`src/rtl/inst_cache_refill.sv`:
```
// inst_cache_refill: instruction-cache line refill engine (memory burst read, cache write, done pulse).
// Define INST_REFILL_CRITICAL_WORD_FIRST_EN to start at the missed word and add CritWordWritten.
module inst_cache_refill #(
  parameter int LINE_WORDS = 4,
  parameter int INDEX_W = 7,
  parameter int ADDR_W = 32
) (
  input  logic clk,
  input  logic Reset,
  input  logic MissReq,
  input  logic [ADDR_W-1:0] MissAddr,
  output logic RefillBusy,
  output logic RefillDone,
  output logic MemReqValid,
  input  logic MemReqReady,
  output logic [ADDR_W-1:0] MemReqAddr,
  input  logic MemRespValid,
  input  logic [31:0] MemRespData,
  output logic WriteInst,
  output logic [INDEX_W-1:0] CacheIndexWrite,
`ifdef INST_REFILL_CRITICAL_WORD_FIRST_EN
  output logic CritWordWritten,
`endif
  output logic [31:0] InstData
);
  localparam int OFF_W = $clog2(LINE_WORDS);
  localparam int CNT_W = OFF_W + 1;
  localparam logic [CNT_W-1:0] FULL = CNT_W'(LINE_WORDS);
  typedef enum logic [1:0] {IDLE, ISSUE, DRAIN, DONE} state_e;
  state_e state_q, state_d;
  logic [ADDR_W-1:0] base_q, base_d;
  logic [OFF_W-1:0] start_q, start_d, req_off, resp_off;
  logic [CNT_W-1:0] req_cnt_q, req_cnt_d, resp_cnt_q, resp_cnt_d;
  logic hs, resp_ok, wr_q;
  logic [INDEX_W-1:0] idx_q;
  logic [31:0] data_q;
  // offsets wrap within the line, so the request address never leaves it
  assign req_off = start_q + req_cnt_q[OFF_W-1:0];
  assign resp_off = start_q + resp_cnt_q[OFF_W-1:0];
  assign hs = state_q == ISSUE && MemReqReady;
  assign resp_ok = MemRespValid && (state_q == ISSUE || state_q == DRAIN) && resp_cnt_q != FULL;
  assign MemReqValid = state_q == ISSUE;
  assign MemReqAddr = MemReqValid ? base_q | ADDR_W'({req_off, 2'b00}) : '0;
  assign RefillBusy = state_q == ISSUE || state_q == DRAIN;
  assign RefillDone = state_q == DONE;
  assign WriteInst = wr_q;
  assign CacheIndexWrite = idx_q;
  assign InstData = data_q;
  always_comb begin
    state_d = state_q;
    base_d = base_q;
    start_d = start_q;
    req_cnt_d = req_cnt_q + CNT_W'(hs);
    resp_cnt_d = resp_cnt_q + CNT_W'(resp_ok);
    case (state_q)
      IDLE: if (MissReq) begin
        state_d = ISSUE;
        base_d = MissAddr & ~ADDR_W'(LINE_WORDS * 4 - 1);
`ifdef INST_REFILL_CRITICAL_WORD_FIRST_EN
        start_d = MissAddr[OFF_W+1:2];
`else
        start_d = '0;
`endif
        req_cnt_d = '0;
        resp_cnt_d = '0;
      end
      ISSUE: if (req_cnt_d == FULL) state_d = resp_cnt_q == FULL ? DONE : DRAIN;
      DRAIN: if (resp_cnt_q == FULL) state_d = DONE;
      default: begin
        state_d = IDLE;
        req_cnt_d = '0;
        resp_cnt_d = '0;
      end
    endcase
  end
  always_ff @(posedge clk) begin
    if (Reset) begin
      state_q <= IDLE;
      base_q <= '0;
      start_q <= '0;
      req_cnt_q <= '0;
      resp_cnt_q <= '0;
      wr_q <= 1'b0;
      idx_q <= '0;
      data_q <= '0;
    end else begin
      state_q <= state_d;
      base_q <= base_d;
      start_q <= start_d;
      req_cnt_q <= req_cnt_d;
      resp_cnt_q <= resp_cnt_d;
      wr_q <= resp_ok;
      if (resp_ok) begin
        idx_q <= base_q[INDEX_W+1:2] + INDEX_W'(resp_off);
        data_q <= MemRespData;
      end
    end
  end
`ifdef INST_REFILL_CRITICAL_WORD_FIRST_EN
  logic crit_q;
  always_ff @(posedge clk) crit_q <= Reset ? 1'b0 : resp_ok && resp_cnt_q == '0;
  assign CritWordWritten = crit_q;
`endif
endmodule

```
`config.mk`:
```
export PLATFORM = sky130hd
export DESIGN_NAME = inst_cache_refill
export DESIGN_NICKNAME = d
export VERILOG_FILES = /design/src/rtl/inst_cache_refill.sv
export SDC_FILE = /design/constraint.sdc
export NUM_CORES = 1
export LEC_CHECK = 0
export ABC_AREA = 1
export BUFFER_PORTS_ARGS = -buffer_cell sky130_fd_sc_hd__buf_2
export CORE_MARGIN = 5
export CORE_UTILIZATION = 30
export CTS_BUF_LIST = sky130_fd_sc_hd__clkbuf_8
export CTS_CLUSTER_SIZE = 8
export DETAILED_ROUTE_END_ITERATION = 6
export SLEW_MARGIN = 20
export SYNTH_ARGS = -nofsm -noshare
export SYNTH_HDL_FRONTEND = slang
export SYNTH_SLANG_ARGS = --single-unit
```
`constraint.sdc`:
```
create_clock -name clk -period 4.1 [get_ports clk]
set_input_delay 0.615 -clock clk [delete_from_list [all_inputs] [get_ports clk]]
set_output_delay 0.615 -clock clk [all_outputs]
set_load 0.01 [all_outputs]
```
==> out/qor.yml, run 1 <==
slowest_delay_ps: 790
via_count: 2867
gp_congestion: 0.752
diodes: 0
hpwlAfterDp_um: 5520
design_area_um2: 3980
grt_pass1_vias: 2883
tns_ps: 0
grt_max_degree: 42
peakVddDrop_v: 0.000235
place_area_um2: 3790
synth_edf_count: 0
num_io_pins: 144
drt-initial-drc-count: 219
startpoint_type: "flip-flop"
die_h_um: 111
numCtsBuffers: 9
cts_hold_buf: 0
cp-end-kind: "flip-flop"
cpMostUsedCell: "ha_1"
fmax_mhz: 334
drt-vias-per-instance: 4.19
required_ps: 4300
dieArea_um2: 12300
ys.flop_type: "dfxtp_1"
rsz0062_at_grt: "no"
cap_violations: 0
yosysTopAreaCell: "dfxtp_1"
fin_skew_ps: 6.43
async_flop_share_pct: 0
synth_common_cells: "nor2_1, dfxtp_1, o21ai_0"
antenna_found_initial: 0
synthesis.area_um2: 3060
clock_latency_ps: 330
cts_tree: "yes"
worst-setup-path-type: "reg -> reg"
p_per_area_nw_per_um2: 654
start_util_pct: 31.0
setup_viol: 0
cts_num_sinks: 76
clk_path_buf_depth: 2
cts.clk_slew.worst_paths_ps: 80
syn_avg_cell_area_um2: 7.25
area_growth_pct: 30.0
avgRoutedWirePerCell_um: 11.4
synth.most_common_cell: "nor2_1"
clockRootBuffer: "clkbuf_8"
synth_cell_type_count: 21
die_w_um: 111
synth.area.top_cells: "dfxtp_1, nor2_1, o21ai_0, inv_1, nand2_1"
synth_warnings: 0
drc: 0
routed_wl_um: 7830
fp-row-count: 36
hold_violations: 0
worstPathMaxFanout: 41
worst_pin_slew_ps: 939
period_minus_slack_ps: 2990
grt_pass1_wl_um: 13400
drive_above_1_share_pct: 29.0
drtPass1Iterations: 4
critPathBufInv: 2
post_cts_buffers: 0
nNetsFinal: 625
io_buffers: 137
finalCritPeriodShare_pct: 73.0
slew_headroom_pct: 37.2
grt_overflow: 0
ys_seq_area_share_pct: 49.7
crit_family: "buffers and inverters"
drv_slew: 0
cpMaxStageDelayCell: "inv_2"
crit_arrival_ps: 3200
ys_ff_latch: 76
p_leak_uw: 0.00218
crit_path_cell_trace: "inv_1, ha_1, nand3_2, inv_2, ha_1, ha_1, xnor2_1, nor2_1"
synth.top_cell.area_share_pct: 49.7
grt_usage_pct: 13.0
coreArea_um2: 9860
htreeDepth: 3
min_path_type: "in -> reg"
status: "finished clean"
drtAntennaViolNets: 0
cts_resized: 0
netlist_instances: 422
metrics by stage:
step           instances  power [µW]  util, %  hold slack, ps  setup WS (ps)
4_1_cts              684        2660     40.3             423           1040
5_1_grt              684        2840     40.3             420            786
2_1_floorplan        423        1770        -             455           1990
3_3_place_gp         669        2070     38.4             458           1110
6_report             684        2600     40.3             448           1110
3_5_place_dp         669        2090     38.4             468           1060
final timing paths:
check / start / endpoint / slack, ps / cells past startpoint
max reg2reg: state_q[0] / resp_cnt_q[2] / 1110 / 8
min reg2reg: InstData[0] / InstData[0] / 480 / 2
max: state_q[0] / resp_cnt_q[2] / 1110 / 8
min: Reset / WriteInst / 450 / 2
logic make-up (layout without fill, tap and decap cells):
kind of cell             Yosys count  count (layout)  synth area share, %
other                              1               2                0.123
buffers and inverters             71             199                 10.1
AND/OR/NAND/NOR                  193             193                 24.2
XOR/XNOR                           1               1                0.286
flip-flops                        76              76                 49.7
AO/OA/AOI/OAI                     71              71                 11.8
adder cells (fa/ha/maj)            9               9                 3.68
area by class of cell:
type                       instances  area (µm²)
clock buffer                       9         124
multi-input combinational        276        1230
fill                            1048        5890
timing repair buffer             139         701
clock inverter                     6        65.1
sequential                        76        1520
inverter                          45         169
tap                              133         166
power breakdown:
group / total, µW / switching (µW) / internal (µW) / leakage (µW)
registers: 1100 / 121 / 979 / 0.000625
clock network: 546 / 267 / 279 / 0.0000955
logic: 955 / 595 / 359 / 0.00146
layer usage:
| layer | track usage [%] | vias up | share of wire (%) |
|---|---|---|---|
| li1 | - | 1534 | - |
| met1 | 16.0 | 1230 | 47 |
| met2 | 21.6 | 95 | 44 |
| met3 | 3.82 | 8 | 7.4 |
| met4 | 4.68 | 0 | 1.1 |
| met5 | 0 | - | 0 |
placed cells by master (no fill, tap or decap), drive strengths merged, types with 2 or more instances in the layout:
cell,netlist,routed
a21oi,3,3
buf,15,139
clkbuf,11,9
clkinv,0,4
conb,1,2
dfxtp,76,76
ha,9,9
inv,45,45
nand2,41,41
nand3,5,5
nor2,147,147
o21ai,67,67
flip-flops by register name, indices dropped and copies added (netlist names):
name / count
InstData: 32
base_q: 28
CacheIndexWrite: 7
req_cnt_q: 3
resp_cnt_q: 3
state_q: 2
WriteInst: 1
Note: power is estimated with default switching activity, not from simulation.
==> inputs of run 2 (changes only) <==
Clock period 4.1 ns to 2.8 ns, I/O delays scaled along.
==> run 2 against run 1 <==
Against the previous run:
- clock skew rose by 1.6 ps
- largest cell class unchanged
- utilization increased by 0.051 points
- clock power is 29% higher
==> out/qor.yml, run 2 (synthesis results as in run 1) <==
drtAntennaViolNets: 0  # unchanged
grt_overflow: 0  # unchanged
grt_usage_pct: 12.8  # -0.21 points
die_w_um: 111  # unchanged
fp-row-count: 36  # unchanged
coreArea_um2: 9860  # unchanged
routed_wl_um: 7920  # +1.1%
hpwlAfterDp_um: 5570  # +1.1%
grt_pass1_wl_um: 13200  # -1.4%
fin_skew_ps: 8.04  # +1.61 ps
cpMaxStageDelayCell: "dfxtp_1"
drv_slew: 0  # unchanged
grt_max_degree: 41  # -2.4%
crit_arrival_ps: 1600  # -1600 ps
status: "finished clean"
p_leak_uw: 0.00219  # +0.40%
cts_tree: "yes"
layout_commonest_cell: "nor2_1"
drt-initial-drc-count: 119  # -46%
gp_congestion: 0.756  # +0.52%
peakVddDrop_v: 0.000287  # +22%
p_total_uw: 3730  # +43%
diodes: 0  # unchanged
fmax_mhz: 494
min_path_type: "in -> reg"
start_util_pct: 31.0  # unchanged
worst-setup-path-type: "reg -> out"
crit_path_cell_trace: "ha_1, buf_4, nand2_1, inv_1, buf_2"
startpoint_type: "flip-flop"
io_buffers: 137  # unchanged
hold_violations: 0  # unchanged
setup_viol: 0  # unchanged
clock_latency_ps: 330  # about the same
period_minus_slack_ps: 2020
nNetsFinal: 629  # +0.64%
numCtsBuffers: 9  # unchanged
drtPass1Iterations: 4  # unchanged
rsz0062_at_grt: "no"
worst_pin_slew_ps: 921  # -18.3 ps
cts_num_sinks: 76  # unchanged
cp-end-kind: "output port"
antenna_found_initial: 0  # unchanged
cts_hold_buf: 0  # unchanged
slowest_delay_ps: 420  # -370 ps
largest_register_ff_count: 32  # unchanged
avgRoutedWirePerCell_um: 11.5  # +0.51%
finalCritPeriodShare_pct: 72.3
num_io_pins: 144  # unchanged
slew_headroom_pct: 38.2  # +0.99 points
cap_violations: 0  # unchanged
layout_common_cells: "nor2_1, buf_2, dfxtp_1, o21ai_0, inv_1"
die_h_um: 111  # unchanged
drc: 0  # unchanged
dieArea_um2: 12300  # unchanged
required_ps: 2380  # -1920 ps
grt_pass1_vias: 2875  # -0.28%
clk_path_buf_depth: 2  # unchanged
p_per_area_nw_per_um2: 936  # +43%
drt-vias-per-instance: 4.27  # +1.9%
tns_ps: 0  # unchanged
post_cts_buffers: 0  # unchanged
fillerInstances: 1063  # +1.4%
htreeDepth: 3  # unchanged
cts.clk_slew.worst_paths_ps: 80  # about the same
worstPathMaxFanout: 33  # -20%
via_count: 2938  # +2.5%
area_growth_pct: 30.2
clockRootBuffer: "clkbuf_8"
drive_above_1_share_pct: 29.5  # +0.51 points
cts_resized: 0  # unchanged
run 2: cell count changes in the layout (fill, tap and decap cells not counted), sizes merged:
cell | before | now
buf | 139 | 143
bufinv | 1 | 0
clkinv | 4 | 5
run 2: area by class of cell:
cell class / count / area [µm²] / area share [%]
Sequential cell: 76 / 1520 / 38.2
Clock buffer: 9 / 124 / 3.11
Timing Repair Buffer: 143 / 731 / 18.3
Inverter: 45 / 169 / 4.24
Multi-Input combinational cell: 276 / 1230 / 30.9
Clock inverter: 6 / 40.0 / 1.01
Tap cell: 133 / 166 / 4.18
run 2: critical path: cells and delay by family (launching register included):
kind | cells | cell delay [ps]
buffers and inverters | 3 | 540
and+or+nand+nor | 1 | 90
adders and majority gates | 1 | 200
DFF | 1 | 420
run 2: through the flow:
step | worst slack (ps) | instance area [µm²] | util [%] | std cells | hold WS [ps]
floorplan | 691 | 3060 | - | 423 | 455
global placement | 700 | 3820 | 38.7 | 673 | 459
detailed placement | 677 | 3820 | 38.7 | 673 | 471
CTS | 738 | 3980 | 40.4 | 688 | 226
global route | 614 | 3980 | 40.4 | 688 | 228
finish | 777 | 3980 | 40.4 | 688 | 256
run 2: routing by layer:
layer | track usage [%] | up-vias | routed length (µm)
li1 | - | 1541 | -
met1 | 14.9 | 1279 | 3580
met2 | 22.0 | 108 | 3610
met3 | 4.09 | 10 | 635
met4 | 4.43 | 0 | 97
met5 | 0 | - | 0
run 2: path summary, 6_finish.rpt:
path | slack, ps | to | cells past startpoint | start
setup / recovery | 780 | MemReqAddr[6] | 5 | state_q[0]
hold / removal | 260 | WriteInst | 2 | Reset
setup reg to reg | 940 | state_q[0] | 12 | state_q[1]
hold reg to reg | 480 | InstData[11] | 2 | InstData[11]
run 2: where the power goes:
part | internal, µW | total, µW | switching (µW)
logic | 540 | 1410 | 871
clock network | 316 | 704 | 387
registers | 1430 | 1610 | 179
total | 2290 | 3730 | 1440
==> inputs of run 3 (changes only) <==
Clock period 2.8 ns to 1.87 ns, I/O delays scaled along.
==> run 3 against run 2 <==
Against the previous run:
- setup slack got worse by 630 ps
- non-clock buffer count did not move
- critical path type unchanged
- cell area is 3.4% higher
- critical path depth grew 1
- largest power group unchanged
- via count is 0.95% higher
- utilization increased by 1.4 points
==> out/qor.yml, run 3 (synthesis results as in run 1) <==
diodes: 0  # unchanged
placedCellCount: 673  # unchanged
grt_overflow: 0  # unchanged
combPwrFrac_pct: 35.3  # -2.6 points
clock_latency_ps: 340  # about the same
fillerInstances: 1020  # -4.0%
die_h_um: 111  # unchanged
worstPathMaxFanout: 33  # unchanged
finalCritPeriodShare_pct: 92.0
area_growth_pct: 34.6
peakVddDrop_v: 0.000468  # +63%
hold_violations: 0  # unchanged
fin_skew_ps: 6.94  # -1.10 ps
via_count: 2966  # +0.95%
grt_pass1_vias: 2939  # +2.2%
htreeDepth: 3  # unchanged
drtAntennaViolNets: 0  # unchanged
routed_wl_um: 7910  # about the same
clk_path_buf_depth: 2  # unchanged
period_minus_slack_ps: 1720
nNetsFinal: 629  # unchanged
cts_tree: "yes"
p_seq_share_pct: 39.8  # -3.5 points
drv_slew: 0  # unchanged
die_w_um: 111  # unchanged
cts_num_sinks: 76  # unchanged
grt_max_degree: 43  # +4.9%
numCtsBuffers: 9  # unchanged
layout_commonest_cell: "nor2_1"
power.switching_uw: 2210  # +54%
cap_violations: 0  # unchanged
startpoint_type: "flip-flop"
worst-setup-path-type: "reg -> out"
hpwlAfterDp_um: 5780  # +3.7%
io_buffers: 137  # unchanged
tns_ps: 0  # unchanged
setup_viol: 0  # unchanged
drt-vias-per-instance: 4.30  # +0.81%
dieArea_um2: 12300  # unchanged
required_ps: 1590  # -790 ps
internal_power_uw: 3880  # +69%
drc: 0  # unchanged
crit_arrival_ps: 1440  # -160 ps
gp_congestion: 0.756  # unchanged
drive_above_1_share_pct: 31.3  # +1.7 points
post_cts_buffers: 0  # unchanged
stdcell_count: 689  # +0.15%
status: "finished clean"
drtPass1Iterations: 4  # unchanged
p_sw_share_pct: 36.3  # -2.2 points
fmax_mhz: 581
avgRoutedWirePerCell_um: 11.5  # -0.20%
cp-end-kind: "output port"
start_util_pct: 31.0  # unchanged
antenna_found_initial: 0  # unchanged
slew_headroom_pct: 64.7  # +27 points
grt_pass1_wl_um: 13400  # +1.7%
min_path_type: "in -> reg"
clock_power_share_pct: 24.9  # +6.0 points
largest_register_ff_count: 32  # unchanged
grt_usage_pct: 12.9  # +0.15 points
cts.clk_slew.worst_paths_ps: 80  # about the same
seq_area_um2: 1520  # +0.16%
p_total_uw: 6090  # +63%
fp-row-count: 36  # unchanged
rsz0062_at_grt: "no"
layout_common_cells: "nor2_1, buf_2, dfxtp_1, o21ai_0, inv_1"
p_leak_uw: 0.00222  # +1.7%
coreArea_um2: 9860  # unchanged
worst_pin_slew_ps: 527  # -394 ps
p_per_area_nw_per_um2: 1480  # +58%
finalHoldWorstSlack_ps: 126  # -130 ps
drt-initial-drc-count: 193  # +62%
clockRootBuffer: "clkbuf_8"
multi_input_area_um2: 1270  # +2.8%
num_io_pins: 144  # unchanged
-- run 3: cell types whose count changed in the layout (fill, tap and decap cells not counted), moves of 2 or more --
cell,delta
dfxtp_2,+2
buf_4,-2
bufinv_16,+3
clkinv_2,-3
inv_2,+2
dfxtp_1,-2
ha_4,+2
ha_1,-3
-- run 3: final cells by class --
| cell class | instances | area share [%] |
|---|---|---|
| repair buffers | 143 | 18.1 |
| flip-flops and latches | 76 | 37.0 |
| multi-input cells | 276 | 30.7 |
| clock inverters | 7 | 2.98 |
| well taps | 133 | 4.04 |
| inverters | 45 | 4.10 |
| clock buffers | 9 | 3.01 |
-- run 3: power groups by stage --
stage	clock (µW)	sequential [µW]	combinational [µW]
2_1_floorplan	0	2590	1350
3_3_place_gp	0	2440	2150
3_5_place_dp	0	2470	2190
4_1_cts	1580	2430	2200
5_1_grt	1650	2490	2470
6_report	1520	2420	2150
-- run 3: layer usage --
metal / share of wire, % / global-route usage, % / wire, µm
met1: 46 / 15.5 / 3610
met2: 44 / 21.0 / 3490
met3: 9.2 / 5.62 / 728
met4: 1.1 / 3.78 / 84
met5: 0 / 0 / 0
-- run 3: worst max-delay path: stages, from the launching register on --
cell	delay, ps
dfxtp_2	350
inv_2	80
ha_4	130
buf_6	240
nand2_1	90
inv_1	60
buf_2	130
-- run 3: timing repair --
item | in CTS | in global routing
setup endpoints to repair | 30 | 56
gates resized for setup | 1 | 1
hold buffers | 0 | 0
-- run 3: through the flow --
step	worst slack, ps	utilization [%]	area, µm²
finish	149	41.8	4120
global route	24.8	41.8	4120
CTS	27.9	41.7	4120
detailed placement	88.3	39.2	3870
global placement	156	39.2	3870
floorplan	8.81	-	3120
-- run 3: worst paths after layout --
path                     start             end  slack [ps]  depth (start not counted)
setup / recovery    state_q[1]  MemReqAddr[31]         150                          6
hold / removal           Reset       WriteInst         130                          2
setup reg to reg    state_q[1]      state_q[1]         190                         12
hold reg to reg   InstData[31]    InstData[31]         480                          2
